**src/rtl/nibble_adder_pkg.sv**
```systemverilog
// Shared definitions for the nibble-serial adder: slice width and FSM states.
// Latency: n/a (types and constants only).
// Backpressure: n/a.
package nibble_adder_pkg;

  localparam int NIB_W = 4;

  typedef enum logic [1:0] {
    S_IDLE,
    S_RUN,
    S_DONE
  } nsa_state_t;

endpackage

```
**src/rtl/nibble_add_slice.sv**
```systemverilog
// One 4-bit adder slice with carry-in and carry-out.
// Latency: purely combinational.
// Backpressure: none, always produces a result.
module nibble_add_slice
  import nibble_adder_pkg::*;
(
  input  logic [NIB_W-1:0] a,
  input  logic [NIB_W-1:0] b,
  input  logic             cin,
  output logic [NIB_W-1:0] s,
  output logic             cout
);

  // Zero-extend everything to NIB_W+1 bits so the carry lands in the top bit.
  assign {cout, s} = {1'b0, a} + {1'b0, b} + {{NIB_W{1'b0}}, cin};

endmodule

```
**src/rtl/nibble_serial_adder.sv**
```systemverilog
// Wide adder that walks WIDTH-bit operands through one nibble slice, LSB nibble first.
// Latency: result valid NIBBLES edges after the input handshake; one op per NIBBLES+2 cycles.
// Backpressure: out_ready low holds the result in DONE; in_ready stays low until it drains.
module nibble_serial_adder
  import nibble_adder_pkg::*;
#(
  parameter int WIDTH = 32
) (
  input  logic             clk,
  input  logic             rst,
  input  logic             in_valid,
  output logic             in_ready,
  input  logic [WIDTH-1:0] in_a,
  input  logic [WIDTH-1:0] in_b,
  input  logic             in_cin,
  output logic             out_valid,
  input  logic             out_ready,
  output logic [WIDTH-1:0] out_sum,
  output logic             out_cout
);

  localparam int NIBBLES = WIDTH / NIB_W;
  localparam int IDX_W   = (NIBBLES > 1) ? $clog2(NIBBLES) : 1;
  localparam logic [IDX_W-1:0] LAST_IDX = IDX_W'(NIBBLES - 1);

  nsa_state_t       state;
  logic [WIDTH-1:0] a_sh;
  logic [WIDTH-1:0] b_sh;
  logic [WIDTH-1:0] sum_sh;
  logic [WIDTH-1:0] sum_next;
  logic             carry;
  logic [IDX_W-1:0] idx;
  logic [NIB_W-1:0] nib_s;
  logic             nib_c;

  // Single shared slice; the low nibbles of the shift registers feed it each RUN cycle.
  nibble_add_slice u_slice (
    .a    (a_sh[NIB_W-1:0]),
    .b    (b_sh[NIB_W-1:0]),
    .cin  (carry),
    .s    (nib_s),
    .cout (nib_c)
  );

  assign in_ready = (state == S_IDLE) & ~rst;

  // Insert the fresh nibble at the top of the sum register; written as a shift plus
  // part-select so it stays legal when WIDTH is a single nibble.
  always_comb begin
    sum_next = sum_sh >> NIB_W;
    sum_next[WIDTH-1 -: NIB_W] = nib_s;
  end

  // Control FSM plus datapath registers; outputs are registered.
  always_ff @(posedge clk) begin
    if (rst) begin
      state     <= S_IDLE;
      out_valid <= 1'b0;
      out_sum   <= '0;
      out_cout  <= 1'b0;
      a_sh      <= '0;
      b_sh      <= '0;
      sum_sh    <= '0;
      carry     <= 1'b0;
      idx       <= '0;
    end else begin
      case (state)
        S_IDLE: begin
          if (in_valid) begin
            a_sh  <= in_a;
            b_sh  <= in_b;
            carry <= in_cin;
            idx   <= '0;
            state <= S_RUN;
          end
        end
        S_RUN: begin
          a_sh   <= a_sh >> NIB_W;
          b_sh   <= b_sh >> NIB_W;
          carry  <= nib_c;
          sum_sh <= sum_next;
          idx    <= idx + 1'b1;
          if (idx == LAST_IDX) begin
            state     <= S_DONE;
            out_valid <= 1'b1;
            out_sum   <= sum_next;
            out_cout  <= nib_c;
          end
        end
        S_DONE: begin
          if (out_ready) begin
            out_valid <= 1'b0;
            state     <= S_IDLE;
          end
        end
        default: state <= S_IDLE;
      endcase
    end
  end

endmodule

```
**config.mk**
```make
export PLATFORM = sky130hd
export DESIGN_NAME = nibble_serial_adder
export DESIGN_NICKNAME = d
export VERILOG_FILES = /design/src/rtl/nibble_adder_pkg.sv /design/src/rtl/nibble_add_slice.sv /design/src/rtl/nibble_serial_adder.sv
export SDC_FILE = /design/constraint.sdc
export NUM_CORES = 1
export LEC_CHECK = 0
export BUFFER_PORTS_ARGS = -buffer_cell sky130_fd_sc_hd__buf_2
export CELL_PAD_IN_SITES_DETAIL_PLACEMENT = 0
export CELL_PAD_IN_SITES_GLOBAL_PLACEMENT = 1
export CORE_ASPECT_RATIO = 2
export CORE_MARGIN = 4
export CORE_UTILIZATION = 44
export CTS_CLUSTER_SIZE = 20
export DETAILED_ROUTE_END_ITERATION = 10
export HOLD_SLACK_MARGIN = 0.02
export PLACE_DENSITY = 0.89
export SYNTH_ARGS = -nofsm -noshare
export SYNTH_HDL_FRONTEND = slang
export SYNTH_SLANG_ARGS = --single-unit
```
**constraint.sdc**
```tcl
create_clock -name clk -period 4.6 [get_ports clk]
set_input_delay 0.69 -clock clk [delete_from_list [all_inputs] [get_ports clk]]
set_output_delay 0.69 -clock clk [all_outputs]
set_load 0.01 [all_outputs]
```
# Yosys cells after proc, flatten, opt, wreduce, memory -nomap -nowiden
# Cells that the tools add are included.
[word_totals]
reg_bits = 136
input_bits = 69
word_cells = 42
[classes]
addsub = 3
n_eq_ne = 6
mux = 15
bitwise = 2
reduce_logical = 7
[op_table]
columns = ["op", "n"]
rows = [
  ["one-hot mux 32 bit (2 select lines)", 2],
  ["two-way mux 32 bit", 2],
  ["two-way mux 2 bit", 3],
  ["!= test 2 bit (second input constant)", 3],
  ["one-hot mux 2 bit (3 select lines)", 1],
  ["one-hot mux 3 bit (2 select lines)", 1],
  ["AND reduction 3 bit", 2],
  ["adder 4 x 4 -> 5 bit", 1],
  ["adder 5 x 1 -> 5 bit", 1],
  ["one-hot mux 1 bit (2 select lines)", 2],
  ["AND reduction 2 bit", 2],
  ["nonzero test 2 bit", 2],
  ["adder 3 x 1 -> 3 bit (second input constant)", 1],
  ["== test 3 bit (second input constant)", 1],
  ["two-way mux 1 bit", 3],
  ["two-way mux 3 bit", 1],
  ["== test 2 x 1 -> 1 bit (second input constant)", 1],
  ["== test 2 bit (second input constant)", 1],
  ["logical NOT 2 bit", 1],
  ["bitwise AND 1 bit", 1],
  ["inverter 1 bit", 1],
]

# Longest topological paths before layout
# Gate-level depths: netlist of run 1.
[logic_depth]
depth_word = 3
ltp_mapped = 7
mapped_depth_nobuf = 7

# Hierarchy
# Synthesis of run 1 repeated with hierarchy kept, for this count alone.
[unflattened]
cells_unflattened = 539
hier_area_um2 = 5371.4
[by_module_without_submodules]
columns = ["mod", "instances", "cells_per_inst", "area_per_inst_um2"]
rows = [
  ["nibble_serial_adder", 1, 523, 5227.5],
  ["nibble_add_slice", 1, 16, 143.9],
]

# Worst setup path before layout of run 1
# No wires, ideal clock.
[synth_timing]
path_kind = "input-to-output"
start = "in rst"
end = "out in_ready"
t_arrival_ns = 1.463
setup_slack_ns = 2.447
stages = 4
path_cell_list = "buf_2 buf_2 clkbuf_1 nor3_1"
[synth_via]
elab_chain_len = 2
[synth_rtl]
columns = ["element", "line_no", "rtl"]
rows = [
  ["start: declaration", "nibble_serial_adder.sv:10", "input logic rst,"],
  ["inverter 1 bit", "nibble_serial_adder.sv:45", "assign in_ready = (state == S_IDLE) & ~rst;"],
  ["bitwise AND 1 bit", "nibble_serial_adder.sv:45", ""],
  ["end: declaration", "nibble_serial_adder.sv:12", "output logic in_ready,"],
]
# Every way passes these cells.

# Worst setup path in the final report of run 1
[layout_timing]
start = "reg state[0]"
end = "out in_ready"
[layout_via]
elab_chain_len = 2
[layout_rtl]
columns = ["element", "line_no", "rtl"]
rows = [
  ["start: declaration", "nibble_serial_adder.sv:26", "nsa_state_t state;"],
  ["start signal: assignment", "nibble_serial_adder.sv:57", "state <= S_IDLE;"],
  ["start signal: assignment", "nibble_serial_adder.sv:74", "state <= S_RUN;"],
  ["start signal: assignment", "nibble_serial_adder.sv:84", "state <= S_DONE;"],
  ["logical NOT 2 bit", "nibble_serial_adder.sv:45", ""],
  ["bitwise AND 1 bit", "nibble_serial_adder.sv:45", ""],
]
# Every way passes these cells.

==> results.yml, run 1 <==
clocking:
  htreeDepth: 4
  cts_resized: 0
  cts_tree: "built"
  post-cts-setup-buffer-count: 0
  numCtsBuffers: 17
  clk_pin_slew_ns: 0.06
  clockBufferDepth: 2
  clock_latency_ns: 0.41
  cts_hold_buf: 0
  clock-sinks: 132
  cts_root_buf: "clkbuf_16"
global_routing:
  antenna_found_initial: 0
  grt_first_pass_wirelength_um: 22800
  grt_max_degree: 89
  grt_pass1_vias: 4870
  grt_most_used_layer: "met2"
  grt_use_met3: 0.0420
  grt.overflow.total: 0
  use_met1: 0.214
  grt_use_total: 0.179
  globalRouteMet2Util: 0.310
drt:
  drt_iter0_markers: 216
  drt_wl_total_um: 13500
  dr_total_vias: 5046
  postRouteAntennaNets: 0
  drc_errors: 0
  drt_pass1_iterations: 5
  via_per_inst: 5.27
  wire_per_inst_um: 14.1
synthesis:
  yosysWarnings: 0
  syn_nets: 805
  syn-instance-count: 729
  synth_area_um2: 5880
  yosysSeqAreaShare: 0.450
  synth.distinct_cells: 37
  avgSynthCellArea_um2: 8.06
  synth_seq_cells: 132
critical_path:
  r2r-end: "sum_sh[31]$_SDFFE_PP0P_"
  start_kind: "flop"
  r2r_slack_ns: 1.89
  required_ns: 3.91
  crit_slowest_cell: "buf_4"
  cp_cell_sequence: "buf_4 > nor3_1 > buf_2"
  r2r_start: "state[0]$_SDFFE_PP0P_"
  crit_family: "buffers and inverters"
  rr_worst_depth: 4
  arrival_ns: 2.04
  critPathBufInv: 2
  critical_path.max_fanout: 88
  cpPeakStageDelay_ns: 0.67
  crit_type: "reg -> out"
  crit_path_end_kind: "output port"
sta:
  min_period_ns: 2.73
  max_slew_margin: 0.250
  fin_crit_sh: 0.595
  setup_viol: 0
  finalMaxSlewViolations: 0
  hold_viol_final: 0
  grt_setup_unrepaired: "no"
  setup_tns_ns: 0
  worst_slew_pin_slew_ns: 1.12
  fin_worst_skew_ns: 0.00723
  setup_ws_ns: 1.87
  fmax_mhz: 366
flow_run:
  cap_viol_max_count: 0
power_and_ir_drop:
  power_density_nw_per_um2: 407
  leakage_nw: 2.78
  vdd_ir_drop_max_v: 0.000281
layout:
  num_antenna_cells: 0
  drive_gt1_frac: 0.184
  seq_area_um2: 2650
  fillers: 1271
  num-nets-final: 869
  area_growth_syn_to_layout_pct: 17.7
  multi_input_area_um2: 2910
floorplan:
  placementRows: 59
  dieArea_um2: 15400
  core_area_um2: 13100
  pin_count: 104
  die_x_um: 89.7
  chipHeight_um: 171
  start_util: 0.450
min_path:
  holdPathStages: 2
  hold_start: "out_sum[21]$_SDFFE_PP0P_"
  hold_path_end: "out_sum[21]$_SDFFE_PP0P_"
  hold_class: "reg -> reg"
placement:
  globalplace.congestion: 0.810
  post-dp-hpwl_um: 9220
  port-buffer-count: 103
  pre_cts_ws_ns: 1.87
outcome:
  status: "finished clean"
[through the flow]
step           total power [mW]  instance area, um^2   util  hold WS, ns  cells
2_1_floorplan              1.45                 5880      -        0.432    729
4_1_cts                    2.84                 6910  0.529        0.453    958
6_report                   2.81                 6910  0.529        0.449    958
5_1_grt                    2.94                 6910  0.529        0.475    958
3_3_place_gp               1.52                 6330  0.484        0.442    926
3_5_place_dp               1.53                 6330  0.484        0.445    926
[synth_stat cells]
cell,number,area (um^2)
dfxtp_1,132,2640
a21oi_1,119,596
nand2_1,113,424
nor2_1,69,259
nand2b_1,62,388
nor3_1,57,285
or3b_1,56,490
clkbuf_1,30,113
buf_2,22,110
buf_4,8,60.1
nand3b_1,8,60.1
a211oi_1,7,52.6
a21o_1,6,45.0
a22oi_1,5,37.5
ha_1,5,62.6
inv_1,5,18.8
buf_1,2,7.51
fa_1,2,40.0
mux2i_1,2,20.0
nor2b_1,2,12.5
a2111oi_0,1,8.76
a2111oi_2,1,15.0
a2bb2oi_1,1,8.76
a311o_1,1,10.0
and2_1,1,6.26
and3b_1,1,8.76
buf_6,1,11.3
clkbuf_2,1,5.00
nand4_1,1,6.26
nor3b_1,1,7.51
nor3b_2,1,12.5
o211ai_1,1,7.51
o21ba_2,1,10.0
o21bai_2,1,11.3
or2b_1,1,7.51
or3_1,1,6.26
xnor2_1,1,8.76
[routing by layer]
metal,share of wire,routed length [um]
met3,0.045,604
met4,0.028,384
met2,0.52,6980
met5,0,0
met1,0.41,5550
[sequential cells by signal (all words and copies together), names as in the netlist]
register,flops
a_sh,32
state,2
b_sh,32
out_cout,1
sum_sh,28
out_valid,1
carry,1
idx,3
out_sum,32
[cell usage in the layout (no fill, tap or decap), types with 2 or more instances in the layout]
master,count
bufinv_16,2
nand3b_1,8
dfxtp_1,130
clkbuf_16,17
clkinvlp_4,4
inv_1,5
nor2_1,69
fa_1,2
or3b_1,56
buf_2,102
nand2_1,113
inv_6,2
nor3_1,57
a211oi_1,7
nand2b_1,62
mux2i_1,2
a21o_1,6
clkinv_4,4
clkinv_2,3
a21oi_1,119
ha_1,5
a22oi_1,5
buf_4,7
[power by group]
part / leakage (nW) / switching (mW) / total, mW / internal (mW)
clock network: 0.276 / 0.511 / 1.31 / 0.800
logic: 1.42 / 0.146 / 0.268 / 0.122
registers: 1.08 / 0.0345 / 1.23 / 1.20
[worst max path at each step]
stage | startpoint | to | slack, ns | cells after the start
floorplan | rst | in_ready | 2.45 | 4
detailed placement | state[0]$_SDFFE_PP0P_ | sum_sh[31]$_SDFFE_PP0P_ | 1.87 | 4
CTS | state[0]$_SDFFE_PP0P_ | in_ready | 1.85 | 3
global placement | state[0]$_SDFFE_PP0P_ | sum_sh[31]$_SDFFE_PP0P_ | 1.99 | 4
global route | state[0]$_SDFFE_PP0P_ | sum_sh[31]$_SDFFE_PP0P_ | 1.54 | 4
finish | state[0]$_SDFFE_PP0P_ | in_ready | 1.87 | 3
[cells by family (layout without fill, tap and decap cells)]
group,after synthesis,in the layout,share of synthesized area
AND/OR/NAND/NOR,374,374,0.336
XOR/XNOR,1,1,0.00149
buffers and inverters,69,146,0.0554
flip-flops,132,132,0.450
AO/OA/AOI/OAI,144,144,0.136
multiplexers,2,2,0.00341
adder cells (fa/ha/maj),7,7,0.0175
[worst min-delay path: stages, from the launching register on]
cell,delay (ns)
dfxtp_1,0.30
nand2_1,0.05
a21oi_1,0.05
[area by class of cell]
type / count / share of cell area
clock buffers: 17 / 0.0615
clock inverters: 15 / 0.0228
inverters: 5 / 0.00271
multi-input cells: 528 / 0.421
flip-flops and latches: 132 / 0.383
well taps: 152 / 0.0275
repair buffers: 109 / 0.0814
Note: power is estimated with default switching activity, not from simulation.
==> inputs of run 2 (changes only) <==
--- a/config.mk
+++ b/config.mk
@@ -10,11 +10,11 @@
 export CELL_PAD_IN_SITES_GLOBAL_PLACEMENT = 1
 export CORE_ASPECT_RATIO = 2
 export CORE_MARGIN = 4
-export CORE_UTILIZATION = 44
+export CORE_UTILIZATION = 37
 export CTS_CLUSTER_SIZE = 20
 export DETAILED_ROUTE_END_ITERATION = 10
 export HOLD_SLACK_MARGIN = 0.02
-export PLACE_DENSITY = 0.89
+export PLACE_DENSITY = 0.81
 export SYNTH_ARGS = -nofsm -noshare
 export SYNTH_HDL_FRONTEND = slang
 export SYNTH_SLANG_ARGS = --single-unit
==> constraint.sdc (replaced) <==
create_clock -name clk -period 2.45 [get_ports clk]
set_input_delay 0.3675 -clock clk [delete_from_list [all_inputs] [get_ports clk]]
set_output_delay 0.3675 -clock clk [all_outputs]
set_load 0.01 [all_outputs]
==> run 2 against run 1 <==
Utilization is 7.0 points lower. Sequential power is 89% higher. Clock-buffer cell count is 1 higher. Via count is 1.7% lower. Highest routed layer unchanged. Sequential share of layout area is 1.0 points lower. Combinational power is 92% higher. Critical endpoint is now sum_sh[28]$_SDFFE_PP0P_. Largest cell class unchanged. Clock power is 100% higher. Non-clock buffer count is 8 higher. Routed wire length is 2.4% higher. Clock skew is 0.0044 ns higher.
==> results.yml, run 2 (same netlist as run 1, synthesis figures left out) <==
sta:
  setup_viol: 0
  max_slew_margin: 0.692
  fmax_mhz: 562
  min_period_ns: 1.78
  finalMaxSlewViolations: 0
  fin_crit_sh: 0.727
  hold_ws_ns: 0.205
  setup_tns_ns: 0
  worst_slew_pin_slew_ns: 0.462
  hold_viol_final: 0
  fin_worst_skew_ns: 0.0117
  grt_setup_unrepaired: "no"
floorplan:
  die_x_um: 97.1
  start_util: 0.380
  dieArea_um2: 18100
  placementRows: 64
  chipHeight_um: 186
  pin_count: 104
  core_area_um2: 15500
drt:
  wire_per_inst_um: 13.7
  dr_total_vias: 4962
  drt_wl_total_um: 13800
  drt_iter0_markers: 118
  via_per_inst: 4.90
  drt_pass1_iterations: 4
  postRouteAntennaNets: 0
  drc_errors: 0
critical_path:
  crit_path_end_kind: "flop"
  crit_top_cell: "buf_4"
  r2r_slack_ns: 0.67
  crit_type: "reg -> reg"
  cp_cell_sequence: "nor2b_2 > buf_4 > buf_4 > nor2_1 > a211oi_1"
  critical_path.max_fanout: 50
  crit_slowest_cell: "dfxtp_4"
  arrival_ns: 2.10
  r2r_start: "state[0]$_SDFFE_PP0P_"
  start_kind: "flop"
  critPathLaunch: "state[0]$_SDFFE_PP0P_"
  critPathBufInv: 2
  crit_family: "flip-flops"
  required_ns: 2.77
  cpPeakStageDelay_ns: 0.64
clocking:
  htreeDepth: 4
  cts_resized: 0
  cts_hold_buf: 0
  clk_pin_slew_ns: 0.06
  numCtsBuffers: 17
  clockBufferDepth: 2
  cts_tree: "built"
  post-cts-setup-buffer-count: 0
  cts_root_buf: "clkbuf_16"
  clock_latency_ns: 0.41
  clock-sinks: 132
layout:
  area_growth_syn_to_layout_pct: 20.9
  drive_gt1_frac: 0.192
  final_common_cell: "dfxtp_1"
  num_antenna_cells: 0
  fin_cells: 1012
  final_area_um2: 7100
  reg.largest.list: "a_sh: 32 flops, b_sh: 32 flops, out_sum: 32 flops"
  num-nets-final: 877
  layout_common_cells: "130 x dfxtp_1, 119 x a21oi_1, 113 x nand2_1"
global_routing:
  grt_first_pass_wirelength_um: 23300
  grt_pass1_vias: 4789
  grt_use_total: 0.157
  grt_max_degree: 78
  grt.overflow.total: 0
  antenna_found_initial: 0
flow_run:
  cap_viol_max_count: 0
power_and_ir_drop:
  finalPower_mw: 5.45
  vdd_ir_drop_max_v: 0.000497
  power_density_nw_per_um2: 767
  leakage_nw: 2.85
placement:
  post-dp-hpwl_um: 9080
  placed_area_um2: 6480
  port-buffer-count: 103
  dp_cells: 980
  globalplace.congestion: 0.739
min_path:
  hold_start: "in_a[28]"
  hold_class: "in -> reg"
outcome:
  status: "finished clean"
==> run 2: layout make-up <==
cell class	instances	area, um^2
clock buffers	18	439
well taps	198	248
fillers	1594	8350
clock inverters	14	178
repair buffers	117	661
flip-flops and latches	132	2650
inverters	5	18.8
multi-input cells	528	2910
==> run 2: worst paths after layout <==
path / endpoint / depth (start not counted)
hold / removal: a_sh[28]$_SDFFE_PP0P_ / 3
hold reg to reg: out_sum[24]$_SDFFE_PP0P_ / 2
setup reg to reg: sum_sh[28]$_SDFFE_PP0P_ / 5
setup / recovery: sum_sh[28]$_SDFFE_PP0P_ / 5
==> run 2: routing by layer <==
layer | track usage | vias to the layer above | part of all wire
met5 | 0 | - | 0
met4 | 0.0624 | 0 | 0.014
met3 | 0.0306 | 13 | 0.033
met2 | 0.273 | 86 | 0.53
met1 | 0.190 | 2263 | 0.43
li1 | - | 2600 | -
==> run 2: where the power goes <==
part | switching (mW) | total [mW] | internal [mW]
combinational | 0.270 | 0.514 | 0.245
sequential | 0.0659 | 2.32 | 2.25
clock | 0.977 | 2.62 | 1.64
==> run 2: through the flow <==
step / util / worst slack, ns
2_1_floorplan: - / 0.825
3_3_place_gp: 0.420 / 0.593
3_5_place_dp: 0.420 / 0.581
4_1_cts: 0.460 / 0.622
5_1_grt: 0.460 / 0.456
6_report: 0.460 / 0.670
==> run 2: worst reg2reg max path, cell delays in order, from the launching register on <==
cell,delay [ns]
dfxtp_4,0.64
nor2b_2,0.30
buf_4,0.25
buf_4,0.26
nor2_1,0.06
a211oi_1,0.19
==> inputs of run 3 (changes only) <==
==> constraint.sdc (replaced) <==
create_clock -name clk -period 1.45 [get_ports clk]
set_input_delay 0.2175 -clock clk [delete_from_list [all_inputs] [get_ports clk]]
set_output_delay 0.2175 -clock clk [all_outputs]
set_load 0.01 [all_outputs]
==> run 3 against run 2 <==
Clock-buffer cell count unchanged. The flow now finishes with violations (setup timing). Non-clock buffer count up 23. Global-route usage up 0.26 points. Critical path depth up 2. Largest cell class unchanged. Critical endpoint is now carry$_SDFFE_PP0P_. Clock power up 57%.
==> results.yml, run 3 (same netlist as run 1, synthesis figures left out) <==
critical_path:
  rr_worst_depth: 7
  crit_type: "reg -> reg"
  arrival_ns: 1.88
  r2r_start: "carry$_SDFFE_PP0P_"
  critical_path.max_fanout: 2
  required_ns: 1.75
  crit_path_end_kind: "flop"
  r2r-end: "carry$_SDFFE_PP0P_"
  critPathLaunch: "carry$_SDFFE_PP0P_"
  r2r_slack_ns: -0.13
  start_kind: "flop"
placement:
  globalplace.congestion: 0.788
  port-buffer-count: 103
  placed_area_um2: 6690
  post-dp-hpwl_um: 9590
  pre_cts_ws_ns: -0.157
layout:
  multi_input_area_um2: 3040
  final_common_cell: "dfxtp_1"
  layout_common_cells: "127 x dfxtp_1, 113 x nand2_1, 102 x buf_2"
  area_growth_syn_to_layout_pct: 27.0
  num_antenna_cells: 0
  drive_gt1_frac: 0.260
  reg.largest.list: "a_sh: 32 flops, b_sh: 32 flops, out_sum: 32 flops"
  seq_area_um2: 2650
  final_area_um2: 7460
  num-nets-final: 900
  fillers: 1566
sta:
  hold_ws_ns: 0.0447
  finalMaxSlewViolations: 0
  hold_viol_final: 0
  fin_worst_skew_ns: 0.00959
  max_slew_margin: 0.730
  worst_slew_pin_slew_ns: 0.403
  fmax_mhz: 633
  min_period_ns: 1.58
  grt_setup_unrepaired: "yes"
  setup_ws_ns: -0.131
  fin_crit_sh: 1.09
  setup_viol: 8
drt:
  drc_errors: 0
  via_per_inst: 4.89
  postRouteAntennaNets: 0
  drt_iter0_markers: 122
  wire_per_inst_um: 13.9
  dr_total_vias: 5066
  drt_pass1_iterations: 4
  drt_wl_total_um: 14400
global_routing:
  antenna_found_initial: 0
  grt_max_degree: 68
  grt_first_pass_wirelength_um: 23500
  grt_use_total: 0.159
  grt.overflow.total: 0
  grt_pass1_vias: 4959
clocking:
  clockBufferDepth: 2
  clk_pin_slew_ns: 0.06
  clock_latency_ns: 0.41
  cts_root_buf: "clkbuf_16"
  clock-sinks: 132
  cts_hold_buf: 0
  htreeDepth: 4
  cts_tree: "built"
  numCtsBuffers: 17
floorplan:
  dieArea_um2: 18100
  pin_count: 104
  start_util: 0.380
  core_area_um2: 15500
  chipHeight_um: 186
  die_x_um: 97.1
  placementRows: 64
min_path:
  hold_start: "in_a[28]"
  hold_class: "in -> reg"
  hold_path_end: "a_sh[28]$_SDFFE_PP0P_"
  holdPathStages: 3
power_and_ir_drop:
  clkPwrFrac: 0.455
  switching_power_mw: 2.20
  intPower_mw: 6.83
  p_comb_frac: 0.114
  p_sw_frac: 0.244
  finalPower_mw: 9.03
  leakage_nw: 3.00
  power_density_nw_per_um2: 1210
  vdd_ir_drop_max_v: 0.000835
  seq_power_share: 0.431
outcome:
  violations: "setup timing"
  status: "finished with violations"
flow_run:
  cap_viol_max_count: 0
-- run 3: cell count changes in the layout (fill, tap and decap cells not counted), moves of 3 or more --
cell and change:
a21oi_2 +19, clkinv_2 +5, buf_4 +14, dfxtp_2 +3, inv_6 -3, or3b_1 -7, buf_12 +6, dfxtp_1 -3
a21oi_1 -19, or3b_4 +7
-- run 3: cell type report --
type,instances,area share
sequential,132,0.355
timing repair buffer,140,0.126
tap,198,0.0332
inverter,5,0.00252
multi-input combinational,528,0.407
clock buffer,18,0.0575
clock inverter,14,0.0184
-- run 3: how the worst max path moves through the flow --
stage / end / slack, ns / depth (start not counted)
final: carry$_SDFFE_PP0P_ / -0.13 / 7
after CTS: carry$_SDFFE_PP0P_ / -0.14 / 7
after global placement: carry$_SDFFE_PP0P_ / -0.12 / 7
after global routing: carry$_SDFFE_PP0P_ / -0.22 / 7
after detailed placement: carry$_SDFFE_PP0P_ / -0.16 / 7
after floorplan: carry$_SDFFE_PP0P_ / -0.08 / 7
-- run 3: metrics by stage --
stage | utilization | instances | setup TNS (ns)
after global routing | 0.483 | 1035 | -1.28
after detailed placement | 0.433 | 997 | -0.474
final | 0.483 | 1035 | -0.624
after floorplan | - | 729 | -0.136
after global placement | 0.433 | 997 | -0.327
after CTS | 0.472 | 1031 | -0.670
-- run 3: power by group through the flow --
stage | registers (mW) | clock network, mW | logic (mW)
2_1_floorplan | 3.95 | 0 | 0.673
3_3_place_gp | 3.97 | 0 | 0.952
3_5_place_dp | 3.98 | 0 | 0.958
4_1_cts | 3.89 | 4.22 | 0.986
5_1_grt | 3.92 | 4.38 | 1.15
6_report | 3.90 | 4.11 | 1.03
-- run 3: worst max-delay path, stage by stage (launching register included) --
cell       delay (ns)
dfxtp_2          0.33
inv_2            0.04
fa_2             0.39
inv_2            0.06
fa_2             0.19
a21o_1           0.12
a21oi_2          0.06
a2111oi_2        0.28
-- run 3: layer usage --
metal	global-route usage	share of wire	vias to the layer above
li1	-	-	2640
met5	0	0	-
met2	0.294	0.54	90
met4	0.0669	0.017	0
met1	0.178	0.40	2316
met3	0.0310	0.036	20
-- run 3: timing repair --
action | 4_1_cts | 5_1_grt
pin swaps | 2 | 7
buffers inserted | 2 | 3
resized for setup | 3 | 36
setup endpoints to repair | 9 | 73
gates cloned | 0 | 1
